### src/rtl/bus_region_decoder.sv
// ---------------------------------------------------------------------------
// bus_region_decoder
//
// Registered, parametrised 6809 address decoder. It compares the bus address
// against NUM_REGIONS base/mask pairs once per bus cycle, at the synchronised
// rising edge of Q. It then holds a one-hot chip enable until E falls.
// For regions that have wait states, it pulls MRDY low to stretch E.
//
// Optional feature (macro DECODE_FAULT_EN): this build captures the first
// unmapped access, or the first E fall during a wait phase, and exposes it
// on the fault ports until it is cleared.
//
// Ports
//   i_clk          system clock; must be at least 8x the E frequency
//   i_reset        asynchronous reset, active high
//   i_address      6809 address bus
//   i_rw           6809 R/W (1 = read)
//   i_E, i_Q       6809 E and Q clocks, asynchronous to i_clk
//   i_enable       global decode enable, sampled with the address
//   i_region_gate  per-region qualifier; 0 blocks that region
//   o_ce           one-hot registered chip enables
//   o_hit          a region was selected in this bus cycle
//   o_region_idx   index of the selected region (0 when no hit)
//   o_mrdy         6809 MRDY; 0 stretches E
//   o_busy         decoder FSM is not idle
//   i_fault_clr    (DECODE_FAULT_EN) clears the captured fault
//   o_fault        (DECODE_FAULT_EN) a fault has been captured
//   o_fault_addr   (DECODE_FAULT_EN) address of the captured fault
//   o_fault_rw     (DECODE_FAULT_EN) R/W of the captured fault
// ---------------------------------------------------------------------------
module bus_region_decoder #(
    parameter int NUM_REGIONS = 4,
    parameter int ADDR_W      = 16,
    parameter int WAIT_W      = 3,
    parameter logic [NUM_REGIONS*ADDR_W-1:0] REGION_BASE = {16'hA000, 16'h3000, 16'h1000, 16'h0000},
    parameter logic [NUM_REGIONS*ADDR_W-1:0] REGION_MASK = {16'hFFFC, 16'hF000, 16'hF000, 16'h0000},
    parameter logic [NUM_REGIONS*WAIT_W-1:0] REGION_WAIT = {3'd0, 3'd2, 3'd0, 3'd0},
    localparam int IDX_W = (NUM_REGIONS > 1) ? $clog2(NUM_REGIONS) : 1
) (
    input  logic                   i_clk,
    input  logic                   i_reset,
    input  logic [ADDR_W-1:0]      i_address,
    input  logic                   i_rw,
    input  logic                   i_E,
    input  logic                   i_Q,
    input  logic                   i_enable,
    input  logic [NUM_REGIONS-1:0] i_region_gate,
    output logic [NUM_REGIONS-1:0] o_ce,
    output logic                   o_hit,
    output logic [IDX_W-1:0]       o_region_idx,
    output logic                   o_mrdy,
    output logic                   o_busy
`ifdef DECODE_FAULT_EN
    ,
    input  logic                   i_fault_clr,
    output logic                   o_fault,
    output logic [ADDR_W-1:0]      o_fault_addr,
    output logic                   o_fault_rw
`endif
);

    typedef enum logic [1:0] {
        IDLE   = 2'd0,
        WAIT   = 2'd1,
        ACTIVE = 2'd2
    } state_t;

    // -------------------------------------------------------------------
    // E / Q synchronisers: two metastability flops plus one delay flop
    // -------------------------------------------------------------------
    logic [2:0] e_sync_reg;
    logic [2:0] q_sync_reg;
    logic       e_fall;
    logic       q_rise;

    always_ff @(posedge i_clk or posedge i_reset) begin
        if (i_reset) begin
            e_sync_reg <= '0;
            q_sync_reg <= '0;
        end else begin
            e_sync_reg <= {e_sync_reg[1:0], i_E};
            q_sync_reg <= {q_sync_reg[1:0], i_Q};
        end
    end

    assign q_rise = q_sync_reg[1] & ~q_sync_reg[2];
    assign e_fall = ~e_sync_reg[1] & e_sync_reg[2];

    // -------------------------------------------------------------------
    // Per-region address match
    // -------------------------------------------------------------------
    logic [NUM_REGIONS-1:0] match;
    logic [WAIT_W-1:0]      wait_val [NUM_REGIONS];

    for (genvar gi = 0; gi < NUM_REGIONS; gi++) begin : g_region
        localparam logic [ADDR_W-1:0] BASE = REGION_BASE[gi*ADDR_W +: ADDR_W];
        localparam logic [ADDR_W-1:0] MASK = REGION_MASK[gi*ADDR_W +: ADDR_W];
        // An all-zero mask would match everything, so it disables the region.
        assign match[gi] = (((i_address ^ BASE) & MASK) == '0) && (MASK != '0)
                           && i_region_gate[gi] && i_enable;
        assign wait_val[gi] = REGION_WAIT[gi*WAIT_W +: WAIT_W];
    end

    // Priority encode: walking downwards lets the lowest matching index win.
    logic [NUM_REGIONS-1:0] sel_onehot;
    logic [IDX_W-1:0]       sel_idx;
    logic [WAIT_W-1:0]      sel_wait;
    logic                   any_match;

    always_comb begin
        sel_onehot = '0;
        sel_idx    = '0;
        sel_wait   = '0;
        for (int i = NUM_REGIONS - 1; i >= 0; i--) begin
            if (match[i]) begin
                sel_onehot    = '0;
                sel_onehot[i] = 1'b1;
                sel_idx       = IDX_W'(i);
                sel_wait      = wait_val[i];
            end
        end
    end

    assign any_match = |match;

    // -------------------------------------------------------------------
    // Decode FSM
    // -------------------------------------------------------------------
    state_t                 state_reg, state_next;
    logic [NUM_REGIONS-1:0] ce_reg, ce_next;
    logic                   hit_reg, hit_next;
    logic [IDX_W-1:0]       idx_reg, idx_next;
    logic                   mrdy_reg, mrdy_next;
    logic [WAIT_W-1:0]      cnt_reg, cnt_next;

    always_comb begin
        state_next = state_reg;
        ce_next    = ce_reg;
        hit_next   = hit_reg;
        idx_next   = idx_reg;
        mrdy_next  = mrdy_reg;
        cnt_next   = cnt_reg;
        case (state_reg)
            IDLE: begin
                if (q_rise) begin
                    if (any_match) begin
                        ce_next  = sel_onehot;
                        hit_next = 1'b1;
                        idx_next = sel_idx;
                        if (sel_wait != '0) begin
                            mrdy_next  = 1'b0;
                            cnt_next   = sel_wait;
                            state_next = WAIT;
                        end else begin
                            state_next = ACTIVE;
                        end
                    end else begin
                        // Unmapped cycle: still track it so the next Q rise
                        // is only considered after this cycle's E fall.
                        ce_next    = '0;
                        hit_next   = 1'b0;
                        idx_next   = '0;
                        state_next = ACTIVE;
                    end
                end
            end
            WAIT: begin
                if (e_fall) begin
                    // E ended while MRDY was still low: abandon the cycle.
                    ce_next    = '0;
                    hit_next   = 1'b0;
                    idx_next   = '0;
                    mrdy_next  = 1'b1;
                    cnt_next   = '0;
                    state_next = IDLE;
                end else begin
                    cnt_next = cnt_reg - WAIT_W'(1);
                    if (cnt_reg == WAIT_W'(1)) begin
                        mrdy_next  = 1'b1;
                        state_next = ACTIVE;
                    end
                end
            end
            ACTIVE: begin
                if (e_fall) begin
                    ce_next    = '0;
                    hit_next   = 1'b0;
                    idx_next   = '0;
                    state_next = IDLE;
                end
            end
            default: begin
                ce_next    = '0;
                hit_next   = 1'b0;
                idx_next   = '0;
                mrdy_next  = 1'b1;
                cnt_next   = '0;
                state_next = IDLE;
            end
        endcase
    end

    always_ff @(posedge i_clk or posedge i_reset) begin
        if (i_reset) begin
            state_reg <= IDLE;
            ce_reg    <= '0;
            hit_reg   <= 1'b0;
            idx_reg   <= '0;
            mrdy_reg  <= 1'b1;
            cnt_reg   <= '0;
        end else begin
            state_reg <= state_next;
            ce_reg    <= ce_next;
            hit_reg   <= hit_next;
            idx_reg   <= idx_next;
            mrdy_reg  <= mrdy_next;
            cnt_reg   <= cnt_next;
        end
    end

    assign o_ce         = ce_reg;
    assign o_hit        = hit_reg;
    assign o_region_idx = idx_reg;
    assign o_mrdy       = mrdy_reg;
    assign o_busy       = (state_reg != IDLE);

`ifdef DECODE_FAULT_EN
    // -------------------------------------------------------------------
    // First-fault capture
    // -------------------------------------------------------------------
    logic [ADDR_W-1:0] addr_reg;
    logic              rw_reg;
    logic              fault_reg, fault_next;
    logic [ADDR_W-1:0] fault_addr_reg, fault_addr_next;
    logic              fault_rw_reg, fault_rw_next;
    logic              miss_trig;
    logic              wait_trig;

    assign miss_trig = (state_reg == IDLE) && q_rise && i_enable && !any_match;
    assign wait_trig = (state_reg == WAIT) && e_fall;

    always_comb begin
        fault_next      = fault_reg;
        fault_addr_next = fault_addr_reg;
        fault_rw_next   = fault_rw_reg;
        // A new fault overrides a simultaneous clear.
        if ((miss_trig || wait_trig) && (!fault_reg || i_fault_clr)) begin
            fault_next      = 1'b1;
            fault_addr_next = miss_trig ? i_address : addr_reg;
            fault_rw_next   = miss_trig ? i_rw : rw_reg;
        end else if (i_fault_clr) begin
            fault_next = 1'b0;
        end
    end

    always_ff @(posedge i_clk or posedge i_reset) begin
        if (i_reset) begin
            addr_reg       <= '0;
            rw_reg         <= 1'b0;
            fault_reg      <= 1'b0;
            fault_addr_reg <= '0;
            fault_rw_reg   <= 1'b0;
        end else begin
            // Keep the bus sample of the current cycle for a later wait fault.
            if ((state_reg == IDLE) && q_rise) begin
                addr_reg <= i_address;
                rw_reg   <= i_rw;
            end
            fault_reg      <= fault_next;
            fault_addr_reg <= fault_addr_next;
            fault_rw_reg   <= fault_rw_next;
        end
    end

    assign o_fault      = fault_reg;
    assign o_fault_addr = fault_addr_reg;
    assign o_fault_rw   = fault_rw_reg;
`else
    // R/W only matters to fault capture.
    logic unused_rw;
    assign unused_rw = i_rw;
`endif

endmodule

### config.mk
export PLATFORM = sky130hd
export DESIGN_NAME = bus_region_decoder
export DESIGN_NICKNAME = d
export VERILOG_FILES = /design/src/rtl/bus_region_decoder.sv
export SDC_FILE = /design/constraint.sdc
export NUM_CORES = 1
export LEC_CHECK = 0
export ABC_AREA = 1
export BUFFER_PORTS_ARGS = -buffer_cell sky130_fd_sc_hd__clkbuf_2
export CAP_MARGIN = 20
export CORE_MARGIN = 4
export CORE_UTILIZATION = 48
export DETAILED_ROUTE_END_ITERATION = 16
export GPL_TIMING_DRIVEN = 0
export PLACE_DENSITY_LB_ADDON = 0.25
export SYNTH_ARGS = -nofsm -noshare
export SYNTH_HDL_FRONTEND = slang
export SYNTH_SLANG_ARGS = --single-unit
### constraint.sdc
create_clock -name i_clk -period 1.54 [get_ports i_clk]
set_input_delay 0.154 -clock i_clk [delete_from_list [all_inputs] [get_ports i_clk]]
set_output_delay 0.154 -clock i_clk [all_outputs]
set_load 0.05 [all_outputs]
==> impl_results.md <==
* TritonCTS Buffers at 3
* Area growth from synthesis to layout at 25.74%
* # clock sinks at 18
* Design Power at approximately 0.0015 W
* CP most frequent cell: inv_1
* Max incr delay on CP at 0.42 ns
* Cell Pwr Density at 1176 mW/mm^2
* Vias in the first global route at 830
* Placeable Area at 0.001982 mm^2
* Asr flop ratio synth at 100.0%
* Post-synthesis compound-gate area fraction at 5.693%
* Die area at approximately 0.0029 mm^2
* Min cycle time layout at between 1 and 1.5 ns
* Most frequent cell after synthesis: nand2_1
* Cell family with most CP delay: flip-flops
* Hold path depth at 4
* GP Congestion at between 0.8 and 0.9
* Area leader, netlist: dfrtp_1
* GRT Overall Usage at 15.59%
* DRC at 0
* Simple-gate area share of the yosys netlist at 32.92%
* Hold Path Class: in2reg
* Final Cycle Share at 95.13%
* Reg2reg end: cnt_reg[2]
* CTS clk-pin slew, worst paths at around 0.10 ns
* Ys flop type: dfrtp_1
* Beginning of the worst hold path: i_address[14]
* Fmax at 0.6826 GHz
* Gate Count Post-Synth at 133
* Die height at 53.90 um
* Outcome: completed
* PortBufs at 29
* Initial Util at between 50 and 60%
* Row count at 16
* Avg Cell Area, Syn at between 7 and 8 um^2
* WL/cell at around 9.6 um
* Hold Fails Final Rpt at 0
* Congestion Overflow GR at 0
* Crit-path slowest cell: dfrtp_1
* Critical R2R Launch: state_reg[1]
* Fillers at approximately 160
* Post-CTS setup buffers at 0
* Synthesized area at about 0.001 mm^2
* Multi-input logic area at 478.0 um^2
* Drt first pass iters at 2
* Pleak at 0.7555 nW
* CP Cell Sequence: inv_1 -> ha_4 -> inv_1 -> clkbuf_4
* Diodes inserted at 0
* Hpwl dp at 1512 um
* Post-Synth Adder-Cell Area at between 6 and 7%
* Share of cells above drive strength 1 at 30.77%
* Netlist cell types at 22
* Register-to-Register Path Depth at 6
* Crit end category: primary output
* Synth warn at 0
* Setup tns final at 0 ns
* Pre-CTS WS at 0.1506 ns
* Crit-path max FO at 6
* Sequential fraction of the synthesis area at 44.68%
* Via density at ~4.4
* Clk_skew at roughly 0.0070 ns
* Slew @ Worst Pin at approximately 0.66 ns
* Critical path class: reg2out
* Share of the synthesized area in the top cell type at a little over two fifths
* Antenna violations before repair at 0
* Yosys reg bits at 18
* Post-route ant nets at 0
* Startpoint Class: flip-flop
* First-pass GRT wire length at 3243 um
* Number of synthesized flops with an enable pin at 0
* Ports at 35
* Final #Nets at 201
* Final setup fails at 0
* Pins over their slew limit at 0
* VDD IR max at 0.0007152 V
* Total wire length at 1881 um
* Die Wd at about 54 um
* CTS H-tree depth at 1
* Most frequent cells after synthesis: nand2_1 (46), inv_1 (22), dfrtp_1 (17)
* RSZ-0062 raised after global routing: false
* Synth area leaders: dfrtp_1 (42%), nand2_1 (17%), inv_1 (8.2%), ha_1 (6.2%), nor2_1 (5.2%)
* WP data required at 1.39 ns
* Post-synthesis xor/xnor area fraction at less than 1%
* Buffers & Inverters on Critical Path at 3
* TritonCTS clock tree: done
* Clk Latency, worst-skew pair at 0.29 ns
* Register area at 451.7 um^2
* CTS Buffer Depth at 2
* Mux cell area share after synthesis at 0%
* Worst reg-to-reg setup slack at 0.25 ns
* Hold Crit Endpoint: o_ce[1]
* Via Count at 857
* WP data arrival at between 1 and 1.5 ns
* Worst Slack Setup Final at around 0.075 ns
* Largest net degree at the start of global routing at 19
* Rel. slew slack at 56.10%
* Clk root buf: clkbuf_4
* Initial DRC count at 3
* Syn Nets at roughly 160
* Largest family of logic cells by synthesized area: simple AND/OR/NAND/NOR gates
* Max cap viols at 0
tightest hold or removal path, stage by stage:
cell and delay, ns:
clkbuf_2 0.10, nor2_2 0.05, nand2_1 0.10, o21ai_1 0.08
what timing repair did:
action | in CTS | in global routing
endpoints found under the setup margin | 1 | 1
hold endpoints to repair | 19 | 0
resized for setup | 3 | 1
hold buffers | 3 | 0
layer usage:
layer / vias to the layer above / track usage, % / share of wire, % / wire length (um)
li1: 466 / - / - / -
met1: 376 / 15.71 / 41 / 769
met2: 13 / 30.24 / 55 / 1026
met3: 2 / 4.986 / 3.8 / 71
met4: 0 / 3.830 / 0.69 / 13
met5: - / 0 / 0 / 0
area by class of cell:
class / count / area share, %
inverters: 23 / 6.791
repair buffers: 32 / 13.98
well taps: 27 / 2.657
flip-flops and latches: 18 / 35.53
clock buffers: 4 / 2.854
multi-input cells: 91 / 37.60
plain buffers: 1 / 0.5906
through the flow:
step | area [um^2] | util (%) | instances | hold WS (ns)
2_1_floorplan | 1011 | - | 133 | 0.09184
3_3_place_gp | 1190 | 60.04 | 189 | 0.2500
3_5_place_dp | 1190 | 60.04 | 189 | 0.2637
4_1_cts | 1271 | 64.14 | 196 | 0.2240
5_1_grt | 1271 | 64.14 | 196 | 0.2418
6_report | 1271 | 64.14 | 196 | 0.2276
kinds of logic (layout without fill, tap and decap cells):
| group | count (synthesis) | count (layout) |
|---|---|---|
| adders and majority gates | 5 | 5 |
| xor gates and xnor gates | 1 | 1 |
| DFF | 18 | 18 |
| buffers and inverters | 24 | 60 |
| other | 1 | 1 |
| and+or+nand+nor | 76 | 76 |
| AOI/OAI and AO/OA | 8 | 8 |
cells in the final DEF, fill, tap and decap left out, types with 3 or more instances in the layout:
cell type       n
nand2_1        46
clkbuf_2       28
inv_1          21
dfrtp_1        17
nor2_1         14
nand2_2         6
nand3_1         5
ha_1            4
clkbuf_4        4
o21ai_2         3
dlygate4sd3_1   3
worst max-delay path by stage:
stage	from	to	slack, ns	cells past startpoint
finish	state_reg[1]	o_busy	0.07	4
floorplan	state_reg[0]	o_mrdy	0.23	5
CTS	state_reg[0]	o_busy	0.05	4
global placement	state_reg[0]	cnt_reg[0]	0.21	6
global route	state_reg[1]	o_busy	0.02	4
detailed placement	state_reg[0]	cnt_reg[2]	0.15	6
where the power goes:
part	total, W	internal, W	leakage [nW]	switching [W]
registers	0.000554	0.000526	0.232	0.0000281
logic	0.000652	0.000212	0.503	0.000440
clock network	0.000288	0.000144	0.0210	0.000144
Power figures use the tool's default switching activity.
